==> src/rtl/booth4_iter_mult_ctrl.sv <==
// Iterative radix-4 Booth signed NxN multiplier controller.
// One Booth digit is applied per clock through a single shared digit decoder
// and a single 2N-bit adder, so a product takes N/2 CALC cycles.
//
// Ports:
//   sys_clk, sys_rst_n : clock, synchronous active-low reset
//   in_valid/in_ready  : operand handshake, A_NUM (multiplicand), B_NUM (multiplier)
//   abort              : synchronous cancel, returns to IDLE and clears the accumulator
//   out_valid/out_ready: product handshake, PRODUCT (2N-bit two's complement)
//   busy               : high while digits are being applied
//   digit_idx          : digit being applied (debug), 0 outside CALC
//
// state | meaning
// IDLE  | waiting for an operand pair, in_ready=1
// CALC  | applying Booth digit cnt_q, busy=1
// DONE  | product held on PRODUCT, out_valid=1 until out_ready
module booth4_iter_mult_ctrl #(
    parameter int N     = 16,
    parameter int CNT_W = 3
) (
    input  logic             sys_clk,
    input  logic             sys_rst_n,
    input  logic             in_valid,
    output logic             in_ready,
    input  logic [N-1:0]     A_NUM,
    input  logic [N-1:0]     B_NUM,
    input  logic             abort,
    output logic             out_valid,
    input  logic             out_ready,
    output logic [2*N-1:0]   PRODUCT,
    output logic             busy,
    output logic [CNT_W-1:0] digit_idx
);

    typedef enum logic [1:0] {S_IDLE, S_CALC, S_DONE} state_t;

    state_t           state_q, state_d;
    logic [N-1:0]     a_q;
    logic [N:0]       b_q;
    logic [2*N-1:0]   acc_q;
    logic [2*N-1:0]   prod_q;
    logic [CNT_W-1:0] cnt_q;

    logic             last_step;
    logic [2:0]       digit;
    logic [N+1:0]     a1, a2, pp;
    logic [2*N-1:0]   pp_ext, pp_shift, acc_sum;

    assign last_step = (cnt_q == CNT_W'(N/2 - 1));

    // b_q carries the implicit zero below the LSB, so digit cnt covers bits 2cnt+2..2cnt.
    assign digit = b_q[{cnt_q, 1'b0} +: 3];

    // +A and +2A at N+2 bits; wide enough that -2 * (-2^(N-1)) still fits.
    assign a1 = {{2{a_q[N-1]}}, a_q};
    assign a2 = {a_q[N-1], a_q, 1'b0};

    always_comb begin
        pp = '0;
        case (digit)
            3'b001, 3'b010: pp = a1;
            3'b011:         pp = a2;
            3'b100:         pp = ~a2 + (N+2)'(1);
            3'b101, 3'b110: pp = ~a1 + (N+2)'(1);
            default:        pp = '0;
        endcase
    end

    assign pp_ext   = {{(N-2){pp[N+1]}}, pp};
    assign pp_shift = pp_ext << {cnt_q, 1'b0};
    assign acc_sum  = acc_q + pp_shift;

    // State register
    always_ff @(posedge sys_clk) begin
        if (!sys_rst_n) begin
            state_q <= S_IDLE;
        end else begin
            state_q <= state_d;
        end
    end

    // Next-state logic; abort overrides both handshakes
    always_comb begin
        state_d = state_q;
        case (state_q)
            S_IDLE:  if (in_valid)  state_d = S_CALC;
            S_CALC:  if (last_step) state_d = S_DONE;
            S_DONE:  if (out_ready) state_d = S_IDLE;
            default:                state_d = S_IDLE;
        endcase
        if (abort) state_d = S_IDLE;
    end

    // Output decode, from state only
    always_comb begin
        in_ready  = (state_q == S_IDLE);
        busy      = (state_q == S_CALC);
        out_valid = (state_q == S_DONE);
        digit_idx = (state_q == S_CALC) ? cnt_q : '0;
    end

    assign PRODUCT = prod_q;

    // Datapath
    always_ff @(posedge sys_clk) begin
        if (!sys_rst_n) begin
            a_q    <= '0;
            b_q    <= '0;
            acc_q  <= '0;
            prod_q <= '0;
            cnt_q  <= '0;
        end else if (abort) begin
            acc_q <= '0;
            cnt_q <= '0;
        end else begin
            case (state_q)
                S_IDLE: begin
                    if (in_valid) begin
                        a_q   <= A_NUM;
                        b_q   <= {B_NUM, 1'b0};
                        acc_q <= '0;
                        cnt_q <= '0;
                    end
                end
                S_CALC: begin
                    acc_q <= acc_sum;
                    cnt_q <= last_step ? '0 : cnt_q + CNT_W'(1);
                    if (last_step) prod_q <= acc_sum;
                end
                default: ;
            endcase
        end
    end

endmodule
==> config.mk <==
export PLATFORM = sky130hd
export DESIGN_NAME = booth4_iter_mult_ctrl
export DESIGN_NICKNAME = d
export VERILOG_FILES = /design/src/rtl/booth4_iter_mult_ctrl.sv
export SDC_FILE = /design/constraint.sdc
export NUM_CORES = 1
export LEC_CHECK = 0
export CORE_UTILIZATION = 55
export DETAILED_ROUTE_END_ITERATION = 12
export PLACE_DENSITY = 0.77
export SLEW_MARGIN = 25
export SYNTH_ARGS = -nofsm -noshare
export SYNTH_HDL_FRONTEND = slang
export SYNTH_SLANG_ARGS = --single-unit
==> constraint.sdc <==
create_clock -name sys_clk -period 7.4 [get_ports sys_clk]
set_input_delay 1.85 -clock sys_clk [delete_from_list [all_inputs] [get_ports sys_clk]]
set_output_delay 1.85 -clock sys_clk [all_outputs]
set_load 0.01 [all_outputs]
[Yosys cells after proc, flatten, opt, wreduce, memory -nomap -nowiden]
Cells that the tools add are included.
Cells by class
  equal/unequal tests: 12
  reduce and logical (&&, ||, !) cells: 9
  mux-type cells: 11
  bitwise logic cells: 4
  $add $sub $neg: 4
  shift operators: 2
Operators with widths (number)
  $pmux 18 s4: 1
  $pmux 32 s2: 1
  $add 18x1->18 const B: 2
  $not 18->18: 2
  $add 32x32->32: 1
  $mux 32: 1
  $shl 32x4->32: 1
  $shiftx 17x5->3: 1
  $eq 3x3->1 const B: 4
  $mux 3: 3
  $reduce_and 3->1: 3
  $eq 3x2->1 const B: 2
  $mux 2: 3
  $pmux 2 s3: 1
  $pmux 3 s2: 1
  $reduce_or 2->1: 3
  $ne 2x1->1 const B: 2
  $add 3x1->3 const B: 1
  $eq 3x1->1 const B: 1
  $eq 2x1->1 const B: 1
  $eq 2x2->1 const B: 1
  $logic_not 2->1: 1
  $ne 2x2->1 const B: 1
  $not 1->1: 2
  2 further kinds: 2
Word-level totals
  register bits after elaboration: 101
  input bits: 37
  output and inout bits: 38
  logic and storage cells: 48

[Depth between registers and ports, before layout]
  depth after elaboration: 7
  gate-level depth with buffers: 22
  mapped depth without buffers: 19

[Least setup slack after synthesis]
OpenSTA, ideal clock, no wires.
  kind: flip-flop to flip-flop
  start: reg cnt_q[1]
  end: reg acc_q[29]
  stages on the path, launching flop included: 21
  library setup time: 125 ps
  buffers on the path: 3
  path slack: 2452 ps
  data required time: 7275 ps
  clock period less this slack: 4948 ps
  arrival: 4823 ps
  cell sequence: dfxtp_1 > mux4_2 > mux2_4 > buf_6 > o21ai_2 > nand2_2 > buf_6 > a22o_1 > a21o_1 > a222oi_1 > mux2i_1 > ha_1 > clkbuf_1 > nand4_1 > nor3_1 > nand4_1 > o221ai_1 > a21boi_0 > o31ai_1 > xnor2_1 > o21ai_0
On the way
  cells in the longest elaborated chain, start to end: 7
  elaborated cells on any way between the ends: 13
  those cells by class: add/sub (1); eq/ne (6); shift (2); mux (2); reduce/logical (2)
Ends and longest elaborated chain
  start, declared: line 42  | logic [CNT_W-1:0] cnt_q;
  start signal, assigned: line 127  | cnt_q <= last_step ? '0 : cnt_q + CNT_W'(1);
  $shiftx 17x5->3: line 52  | assign digit = b_q[{cnt_q, 1'b0} +: 3];
  $eq 3x3->1 (tied with other cells): line 60  | case (digit)
  $reduce_or 2->1: line 60
  $pmux 18 s4: line 60
  $shl 32x4->32 *: line 70  | assign pp_shift = pp_ext << {cnt_q, 1'b0};
  $add 32x32->32 *: line 71  | assign acc_sum = acc_q + pp_shift;
  $pmux 32 s2 *: line 116  | case (state_q)
  end signal, assigned: line 126  | acc_q <= acc_sum;
  end, declared: line 40  | logic [2*N-1:0] acc_q;
Mark *: on every way between the ends. The rest lies on a longest branch, timed or not.
A chain may end at the register's enable or synchronous reset.

[Worst setup path in the final report]
  start: reg cnt_q[1]
  end: reg acc_q[20]
The elaborated chain is that of the path after synthesis.

==> impl_metrics.py <==
metrics = {
    "routing": {
        "drt_pass1_iterations": 6,
        "dr_total_vias": 7516,
        "drc": 0,
        "drt_iter0_drc": 793,
        "drtAntennaViolNets": 0,
        "detail_route.vias_per_cell": 6.35,
        "route.detailed.wl_per_inst_um": 17.9,
        "drt_wl_total_mm": 21.2,
    },
    "clock_tree": {
        "number_of_buffers_created_by_cts": 9,
        "clkSinkCount": 101,
        "path_clk_slew_ns": 0.08,
        "clk_root_buffer_cell": "clkbuf_16",
        "source_to_sink_clock_delay_at_the_later_pin_of_the_worst_skew_pair_ns": 0.37,
        "cts_hold_repair.buffers": 0,
        "clockBufferDepth": 2,
        "postCtsSetupBuffers": 0,
        "postCtsResizedCells": 0,
        "level_count_of_the_clock_h_tree": 3,
        "cts_tree": "built",
    },
    "floorplan": {
        "core_area_mm2": 0.0132,
        "dieArea_mm2": 0.0140,
        "boundaryPins": 75,
        "floorplan.die.width_um": 118,
        "initial_core_util": 0.564,
        "rows": 42,
        "fp.dieH_um": 118,
    },
    "timing": {
        "setup-violations-final": 0,
        "total_negative_setup_slack_ns": 0,
        "final_max_slew_viol_count": 0,
        "final.setup_skew_ns": 0.00979,
        "max_clock_freq_mhz": 159,
        "slew_headroom": 0.347,
        "finalCritPeriodShare": 0.850,
        "timing_worst_slew_pin_value_ns": 0.976,
        "rsz_0062_raised_after_global_routing": "false",
        "hold_ws_ns": 0.456,
        "hold_violations": 0,
        "final.min_clock_period_ns": 6.29,
    },
    "worst_setup_path": {
        "worst-path-max-fanout": 13,
        "regToRegSetupSlack_ns": 1.11,
        "timing.critical_path.from_type": "flip-flop",
        "worstPathRequired_ns": 7.67,
        "timing.critical_path.to_type": "flip-flop",
        "cp_data_arrival_time_ns": 6.55,
        "path_class": "reg2reg",
    },
    "placed_design": {
        "post-dp-hpwl_mm": 15.4,
        "detailed_place.area_mm2": 0.00820,
        "gpl.final_weighted_congestion": 0.979,
        "placement.io_buffers": 74,
    },
    "logic_synthesis": {
        "syn-mean-instance-area_um2": 7.62,
        "synth_edf_count": 0,
        "synthesis.area_mm2": 0.00743,
        "synth_top_area_share": 0.272,
        "yosys_register_bits": 101,
        "ys_top_cells_by_area": "dfxtp_1, nand2_1, a21oi_1",
        "ys.flop_type": "dfxtp_1",
        "async_flop_share": 0,
        "netlist.top_cell.by_area": "dfxtp_1",
        "seq_area_frac_synth": 0.272,
        "ys.warnings.count": 0,
        "synth_fp_nets": 1048,
        "post_synth_inst_count": 976,
        "ys_types": 90,
    },
    "outcome": {
        "run_status": "finished clean",
    },
    "global_routing": {
        "grt_first_pass_wirelength_mm": 35.0,
        "grt_max_degree": 58,
        "number_of_antenna_violations_at_the_first_check_in_global_routing": 0,
        "global_route_total_usage_across_every_layer": 0.310,
        "grt.overflow.total": 0,
        "vias_in_the_first_global_route": 6797,
    },
    "power": {
        "irDropWorstVdd_mv": 0.147,
        "p_per_area_mw_per_mm2": 154,
        "p_leak_nw": 3.23,
    },
    "cells_and_area": {
        "antenna_cells": 0,
        "drive_above_1_share": 0.0685,
        "layout.filler_cells": 1175,
        "design_area_mm2": 0.00853,
        "syn2layout_area_growth_pct": 14.7,
        "num-nets-final": 1075,
    },
    "worst_hold_path": {
        "hp-class": "reg2reg",
    },
    "flow_run": {
        "maxCapViolCount": 0,
    },
}
synth_stat cells, types with 15 or more instances:
| master | count |
|---|---|
| a21o_1 | 15 |
| nand3_1 | 41 |
| clkbuf_1 | 54 |
| nor2_1 | 66 |
| ha_1 | 34 |
| or3_1 | 15 |
| a21oi_1 | 102 |
| inv_1 | 17 |
| a22oi_1 | 24 |
| o21ai_0 | 54 |
| xnor2_1 | 22 |
| dfxtp_1 | 101 |
| nor3_1 | 20 |
| nand2_1 | 150 |
| mux2i_1 | 23 |
per-layer routing:
layer | vias up | global-route usage | wire, µm
li1 | 3653 | - | -
met1 | 3559 | 0.451 | 10200
met2 | 269 | 0.460 | 9190
met3 | 35 | 0.0608 | 1420
met4 | 0 | 0.0881 | 436
met5 | - | 0 | 0
placed cells by master (no fill, tap or decap), types with 7 or more instances in the layout:
cell type and instances:
o21ai_1 9, o21ai_0 54, nand4_1 11, nor4_1 8, xnor2_1 22, and3_1 11, nand3_1 41, mux4_2 7
dfxtp_1 101, mux2i_1 23, a31oi_1 8, a21o_1 15, and2_1 7, a22o_1 10, nor3_1 20, inv_1 16
clkbuf_16 9, a22oi_1 24, ha_1 34, clkdlybuf4s50_1 74, a21oi_1 102, o21bai_1 11, a32o_1 8, or3_1 15
o211ai_1 12, buf_4 12, nor2_1 64, a211oi_1 12, xor2_1 8, nand2_1 150
final timing paths:
check                           startpoint          to  cells past startpoint
worst max-delay path              cnt_q[1]   acc_q[20]                     17
worst min-delay path            PRODUCT[8]  PRODUCT[8]                      2
worst max register to register    cnt_q[1]   acc_q[20]                     17
worst min register to register  PRODUCT[8]  PRODUCT[8]                      2
worst max-delay path: stages, from the launching register on:
cell	delay, ns
dfxtp_1	0.56
buf_4	0.27
mux4_2	0.55
mux2_4	0.38
a21oi_4	0.40
mux2i_1	0.13
or4b_1	0.58
mux2i_1	0.33
a221oi_1	0.18
o21ai_1	0.18
ha_1	0.27
and3_1	0.22
nand4_1	0.20
a21boi_0	0.35
o21ai_0	0.21
a2111oi_0	0.86
o21ai_0	0.22
a32o_1	0.28
state kept, by name (all words and copies together) (netlist names):
| register | count |
|---|---|
| b_q | 16 |
| PRODUCT | 32 |
| state_q | 2 |
| acc_q | 32 |
| a_q | 16 |
| cnt_q | 3 |
report_power, final:
part           internal [mW]  switching, mW
clock network          0.274          0.244
logic                 0.0891          0.138
registers              0.552         0.0141
kinds of logic (layout without fill, tap and decap cells):
logic type | Yosys count | after routing | share of synthesized area
compound gates | 326 | 326 | 0.293
xor+xnor | 30 | 30 | 0.0353
fa+ha+maj | 35 | 35 | 0.0599
buf+inv | 90 | 122 | 0.0522
flops | 101 | 101 | 0.272
mux | 35 | 35 | 0.0618
simple gates | 359 | 359 | 0.226
cell type report:
type | instances | area [µm²] | area share
clock buffer | 9 | 225 | 0.0264
clock inverter | 7 | 100 | 0.0117
inverter | 20 | 88.8 | 0.0104
multi-input combinational | 785 | 5040 | 0.591
sequential | 101 | 2020 | 0.237
tap | 176 | 220 | 0.0258
timing repair buffer | 86 | 831 | 0.0974
through the flow:
| stage | worst slack [ns] | utilization | total power [mW] | instances |
|---|---|---|---|---|
| floorplan | 2.45 | - | 0.733 | 976 |
| global placement | 1.29 | 0.622 | 0.802 | 1168 |
| detailed placement | 1.25 | 0.622 | 0.799 | 1168 |
| CTS | 1.23 | 0.647 | 1.31 | 1184 |
| global route | 0.656 | 0.647 | 1.37 | 1184 |
| finish | 1.11 | 0.647 | 1.31 | 1184 |
Note: power is estimated with default switching activity, not from simulation.
